[src/rtl/multicycle_controller.sv]
// rtl/multicycle_controller.sv - multicycle RV32I sequencing FSM with memory-ready stalls and ALU decode
module multicycle_controller (
  input  logic       clk,
  input  logic       rst,
  input  logic [6:0] op,
  input  logic [2:0] funct3,
  input  logic [6:0] funct7,
  input  logic       zero,
  input  logic       mem_ready,
  output logic       pcwrite,
  output logic       adrSrc,
  output logic       memwrite,
  output logic       irwrite,
  output logic       regwrite,
  output logic [1:0] resultSrc,
  output logic [1:0] aluSrcA,
  output logic [1:0] aluSrcB,
  output logic [1:0] immSrc,
  output logic [2:0] alu_control,
  output logic       instr_done,
  output logic       illegal,
  output logic [3:0] state
);

  typedef enum logic [3:0] {
    S_FETCH    = 4'd0,
    S_DECODE   = 4'd1,
    S_MEMADR   = 4'd2,
    S_MEMREAD  = 4'd3,
    S_MEMWB    = 4'd4,
    S_MEMWRITE = 4'd5,
    S_EXECUTER = 4'd6,
    S_ALUWB    = 4'd7,
    S_EXECUTEI = 4'd8,
    S_JAL      = 4'd9,
    S_BEQ      = 4'd10
  } state_t;

  localparam logic [6:0] OP_LW   = 7'b0000011;
  localparam logic [6:0] OP_SW   = 7'b0100011;
  localparam logic [6:0] OP_R    = 7'b0110011;
  localparam logic [6:0] OP_I    = 7'b0010011;
  localparam logic [6:0] OP_JAL  = 7'b1101111;
  localparam logic [6:0] OP_BEQ  = 7'b1100011;

  state_t     state_q, state_d;
  logic       pcupdate, branch;
  logic       irwrite_raw, memwrite_raw, regwrite_raw, done_raw, illegal_raw;
  logic [1:0] aluop;
  logic       unused_funct7;

  assign unused_funct7 = ^{funct7[6], funct7[4:0]};

  always_ff @(posedge clk or negedge rst) begin
    if (!rst) state_q <= S_FETCH;
    else      state_q <= state_d;
  end

  always_comb begin
    state_d      = state_q;
    pcupdate     = 1'b0;
    branch       = 1'b0;
    adrSrc       = 1'b0;
    irwrite_raw  = 1'b0;
    memwrite_raw = 1'b0;
    regwrite_raw = 1'b0;
    done_raw     = 1'b0;
    illegal_raw  = 1'b0;
    resultSrc    = 2'b00;
    aluSrcA      = 2'b00;
    aluSrcB      = 2'b00;
    aluop        = 2'b00;
    case (state_q)
      S_FETCH: begin
        aluSrcB     = 2'b10;
        resultSrc   = 2'b10;
        irwrite_raw = mem_ready;
        pcupdate    = mem_ready;
        if (mem_ready) state_d = S_DECODE;
      end
      S_DECODE: begin
        aluSrcA = 2'b01;
        aluSrcB = 2'b01;
        case (op)
          OP_LW, OP_SW: state_d = S_MEMADR;
          OP_R:         state_d = S_EXECUTER;
          OP_I:         state_d = S_EXECUTEI;
          OP_JAL:       state_d = S_JAL;
          OP_BEQ:       state_d = S_BEQ;
          default: begin
            illegal_raw = 1'b1;
            state_d     = S_FETCH;
          end
        endcase
      end
      S_MEMADR: begin
        aluSrcA = 2'b10;
        aluSrcB = 2'b01;
        if (op == OP_LW)      state_d = S_MEMREAD;
        else if (op == OP_SW) state_d = S_MEMWRITE;
        else                  state_d = S_FETCH;
      end
      S_MEMREAD: begin
        adrSrc = 1'b1;
        if (mem_ready) state_d = S_MEMWB;
      end
      S_MEMWB: begin
        resultSrc    = 2'b01;
        regwrite_raw = 1'b1;
        done_raw     = 1'b1;
        state_d      = S_FETCH;
      end
      S_MEMWRITE: begin
        // Strobe held through the stall; retirement only on the accepting cycle
        adrSrc       = 1'b1;
        memwrite_raw = 1'b1;
        done_raw     = mem_ready;
        if (mem_ready) state_d = S_FETCH;
      end
      S_EXECUTER: begin
        aluSrcA = 2'b10;
        aluop   = 2'b10;
        state_d = S_ALUWB;
      end
      S_EXECUTEI: begin
        aluSrcA = 2'b10;
        aluSrcB = 2'b01;
        aluop   = 2'b10;
        state_d = S_ALUWB;
      end
      S_ALUWB: begin
        regwrite_raw = 1'b1;
        done_raw     = 1'b1;
        state_d      = S_FETCH;
      end
      S_JAL: begin
        aluSrcA  = 2'b01;
        aluSrcB  = 2'b10;
        pcupdate = 1'b1;
        state_d  = S_ALUWB;
      end
      S_BEQ: begin
        aluSrcA  = 2'b10;
        aluop    = 2'b01;
        branch   = 1'b1;
        done_raw = 1'b1;
        state_d  = S_FETCH;
      end
      default: state_d = S_FETCH;
    endcase
  end

  always_comb begin
    case (op)
      OP_SW:   immSrc = 2'b01;
      OP_BEQ:  immSrc = 2'b10;
      OP_JAL:  immSrc = 2'b11;
      default: immSrc = 2'b00;
    endcase
  end

  always_comb begin
    alu_control = 3'b000;
    case (aluop)
      2'b01: alu_control = 3'b001;
      2'b10: begin
        case (funct3)
          3'b000:  alu_control = (op[5] & funct7[5]) ? 3'b001 : 3'b000;
          3'b010:  alu_control = 3'b101;
          3'b110:  alu_control = 3'b011;
          3'b111:  alu_control = 3'b010;
          default: alu_control = 3'b000;
        endcase
      end
      default: alu_control = 3'b000;
    endcase
  end

  // Enables are masked by reset so nothing can pulse while rst is low
  assign pcwrite    = rst & (pcupdate | (branch & zero));
  assign irwrite    = rst & irwrite_raw;
  assign memwrite   = rst & memwrite_raw;
  assign regwrite   = rst & regwrite_raw;
  assign instr_done = rst & done_raw;
  assign illegal    = rst & illegal_raw;
  assign state      = state_q;

endmodule

[config.mk]
export PLATFORM = sky130hd
export DESIGN_NAME = multicycle_controller
export DESIGN_NICKNAME = d
export VERILOG_FILES = /design/src/rtl/multicycle_controller.sv
export SDC_FILE = /design/constraint.sdc
export NUM_CORES = 1
export LEC_CHECK = 0
export CELL_PAD_IN_SITES_DETAIL_PLACEMENT = 1
export CELL_PAD_IN_SITES_GLOBAL_PLACEMENT = 1
export CORE_ASPECT_RATIO = 0.6
export CORE_MARGIN = 2
export CORE_UTILIZATION = 28
export DETAILED_ROUTE_END_ITERATION = 16
export GPL_ROUTABILITY_DRIVEN = 0
export HOLD_SLACK_MARGIN = 0.1
export PLACE_DENSITY = 0.82
export SLEW_MARGIN = 5
export SYNTH_ARGS = -nofsm -noshare
export SYNTH_HDL_FRONTEND = slang
export SYNTH_SLANG_ARGS = --single-unit
[constraint.sdc]
create_clock -name clk -period 2.3 [get_ports clk]
set_input_delay 0.23 -clock clk [delete_from_list [all_inputs] [get_ports clk]]
set_output_delay 0.23 -clock clk [all_outputs]
set_load 0.005 [all_outputs]
==> impl_metrics.tcl <==
set metrics [dict create \
    fin_nets 169 \
    multiInputGateArea_um2 591.8 \
    grt_max_degree 20 \
    post-route-util 0.4990 \
    first_global_vias 940 \
    post-route-period-util 0.9692 \
    grt.met3_usage 0.03795 \
    path_clk_slew_ns 0.04 \
    holdBufCountCts 0 \
    crit_path_end_kind "output pin" \
    worstPathArrival_ns 2.00 \
    rows 14 \
    status "finished clean" \
    vias_per_cell 5.443 \
    portBuffers 36 \
    power_density_nw_per_um2 575.6 \
    grt_antenna_before_repair 0 \
    worstMarginPinSlew_ns 0.2919 \
    slew_headroom 0.8048 \
    ys_ff_latch 4 \
    synth_ff_type "dfrtp_1" \
    detailroute.via_count 958 \
    synth_enable_flop_cells 0 \
    max_freq_ghz 0.4486 \
    die_y_um 44.71 \
    synthCells 99 \
    die_area_um2 3212 \
    critPathMaxFanout 19 \
    drtPass1Iterations 4 \
    num_io_pins 43 \
    coreArea_um2 2557 \
    htree_levels 1 \
    cp_data_required_time_ns 2.07 \
    skew_ns 0.005343 \
    grtUsageTotal 0.2032 \
    max_cap_viol_count 0 \
    r2r_cells 5 \
    yosysSeqAreaShare 0.1294 \
    busiest_layer "met2" \
    max-clock-path-buffers 2 \
    ys_types 41 \
    drc 0 \
    ff_latch_area_um2 101.3 \
    hold_viol 0 \
    peakVddDrop_mv 0.1861 \
    min_path_type "input pin to asynchronous set/reset pin" \
    finalHoldWorstSlack_ns 0.3662 \
    maxSlewViolCount 0 \
    grt_util_met1 0.2690 \
    placed_area_um2 1194 \
    min_period_ns 2.229 \
    setup_violations 0 \
    path_class "flip-flop to output pin" \
    nFillCells 304 \
    ant_nets 0 \
    grtUsageMet2 0.3296 \
    fin_cells 176 \
    dp.cells 172 \
    cts_root_buf "clkbuf_8" \
    rrSetupSlack_ns 0.77 \
    cts_sinks 4 \
    largest_register_ffs 4 \
    leakagePower_nw 0.5410 \
    synth_nets 122 \
    grt_pass1_wl_um 4795 \
    yosys_warnings 0 \
    async_flop_share 1.000 \
    routedWlPerCell_um 17.00 \
    area_growth_pct 65.05 \
    n_antenna_cell 0 \
    syn_area_per_cell_um2 7.811 \
    syn-cell-area_um2 773.2 \
    fin_area_um2 1276 \
    wl_um 2992 \
    numCtsBuffers 3 \
    dp_hpwl_um 2178 \
    drtIter0Drc 66 \
    start_util 0.3023 \
    cts_tree "done" \
    die_w_um 71.84 \
    drive_gt1_frac 0.2361 \
    cp-start-kind "flip-flop" \
    clk_latency_ns 0.23 \
    overflow 0 \
]
worst paths after layout:
| path | startpoint | end |
|---|---|---|
| min reg2reg | state[3]$_DFFE_PN0P_ | state[2]$_DFFE_PN0P_ |
| max | state[3]$_DFFE_PN0P_ | pcwrite |
| max in group asynchronous | rst | state[1]$_DFFE_PN0P_ |
| max reg2reg | state[1]$_DFFE_PN0P_ | state[1]$_DFFE_PN0P_ |
| min | rst | state[0]$_DFFE_PN0P_ |
| min in group clk | state[3]$_DFFE_PN0P_ | state[2]$_DFFE_PN0P_ |
per-layer routing:
layer | routed length [um] | share of wire
met1 | 1398 | 0.47
met2 | 1336 | 0.45
met3 | 206 | 0.069
met4 | 51 | 0.017
met5 | 0 | 0
area by class of cell:
type,instances,area share
clock buffer,3,0.03235
inverter,6,0.01765
multi-input combinational,80,0.4637
sequential,4,0.07941
tap,32,0.03137
timing repair buffer,51,0.3755
cells in the mapped netlist (all sizes together) (4+ instances only):
cell,count,share of area
dfrtp,4,0.13
nor3b,4,0.039
nor2,9,0.044
a21oi,7,0.045
inv,6,0.029
nand2,8,0.039
and3,5,0.040
clkbuf,5,0.076
nor3,5,0.047
buf,4,0.034
o21ai,5,0.032
placed cells by master, fill, tap and decap left out, types with 3 or more instances in the layout:
cell type and count:
a21oi_1 6, and3_1 5, buf_4 13, clkbuf_8 3, clkdlybuf4s50_1 32, dfrtp_1 3
dlygate4sd2_1 3, inv_1 6, nand2_1 7, nand3_1 3, nor2_1 8, nor3_1 4
o21ai_0 5
critical path, stage by stage (launching register included):
cell and delay, ns:
dfrtp_1 0.37, buf_4 0.15, buf_6 0.16, nor3b_2 0.16, a21oi_1 0.06, o21ai_0 0.14
and3_1 0.19, clkdlybuf4s50_1 0.52
power by group:
group | internal, mW | switching (mW) | leakage, nW
clock network | 0.113 | 0.0481 | 0.0216
logic | 0.259 | 0.212 | 0.467
registers | 0.0824 | 0.0198 | 0.0522
total | 0.454 | 0.280 | 0.541
cell families after synthesis:
kind of cell	Yosys count	share of synthesized area
adder cells (fa/ha/maj)	3	0.04530
XOR/XNOR	3	0.03399
buffers and inverters	15	0.1391
AO/OA/AOI/OAI	25	0.2136
AND/OR/NAND/NOR	49	0.4385
flip-flops	4	0.1295
timing repair:
item / 4_1_cts / 5_1_grt
gates resized for setup: 9 / 5
pin swaps: 2 / 1
endpoints found under the setup margin: 4 / 4
setup buffers: 1 / 0
through the flow:
stage	setup WS [ns]	setup TNS (ns)	total power, mW
finish	0.07074	0	0.7346
global route	-0.007353	-0.007353	0.7874
CTS	0.03043	0	0.7311
detailed placement	0.07631	0	0.5437
global placement	0.08619	0	0.5258
floorplan	0.4615	0	0.3362
Note: power is estimated with default switching activity, not from simulation.
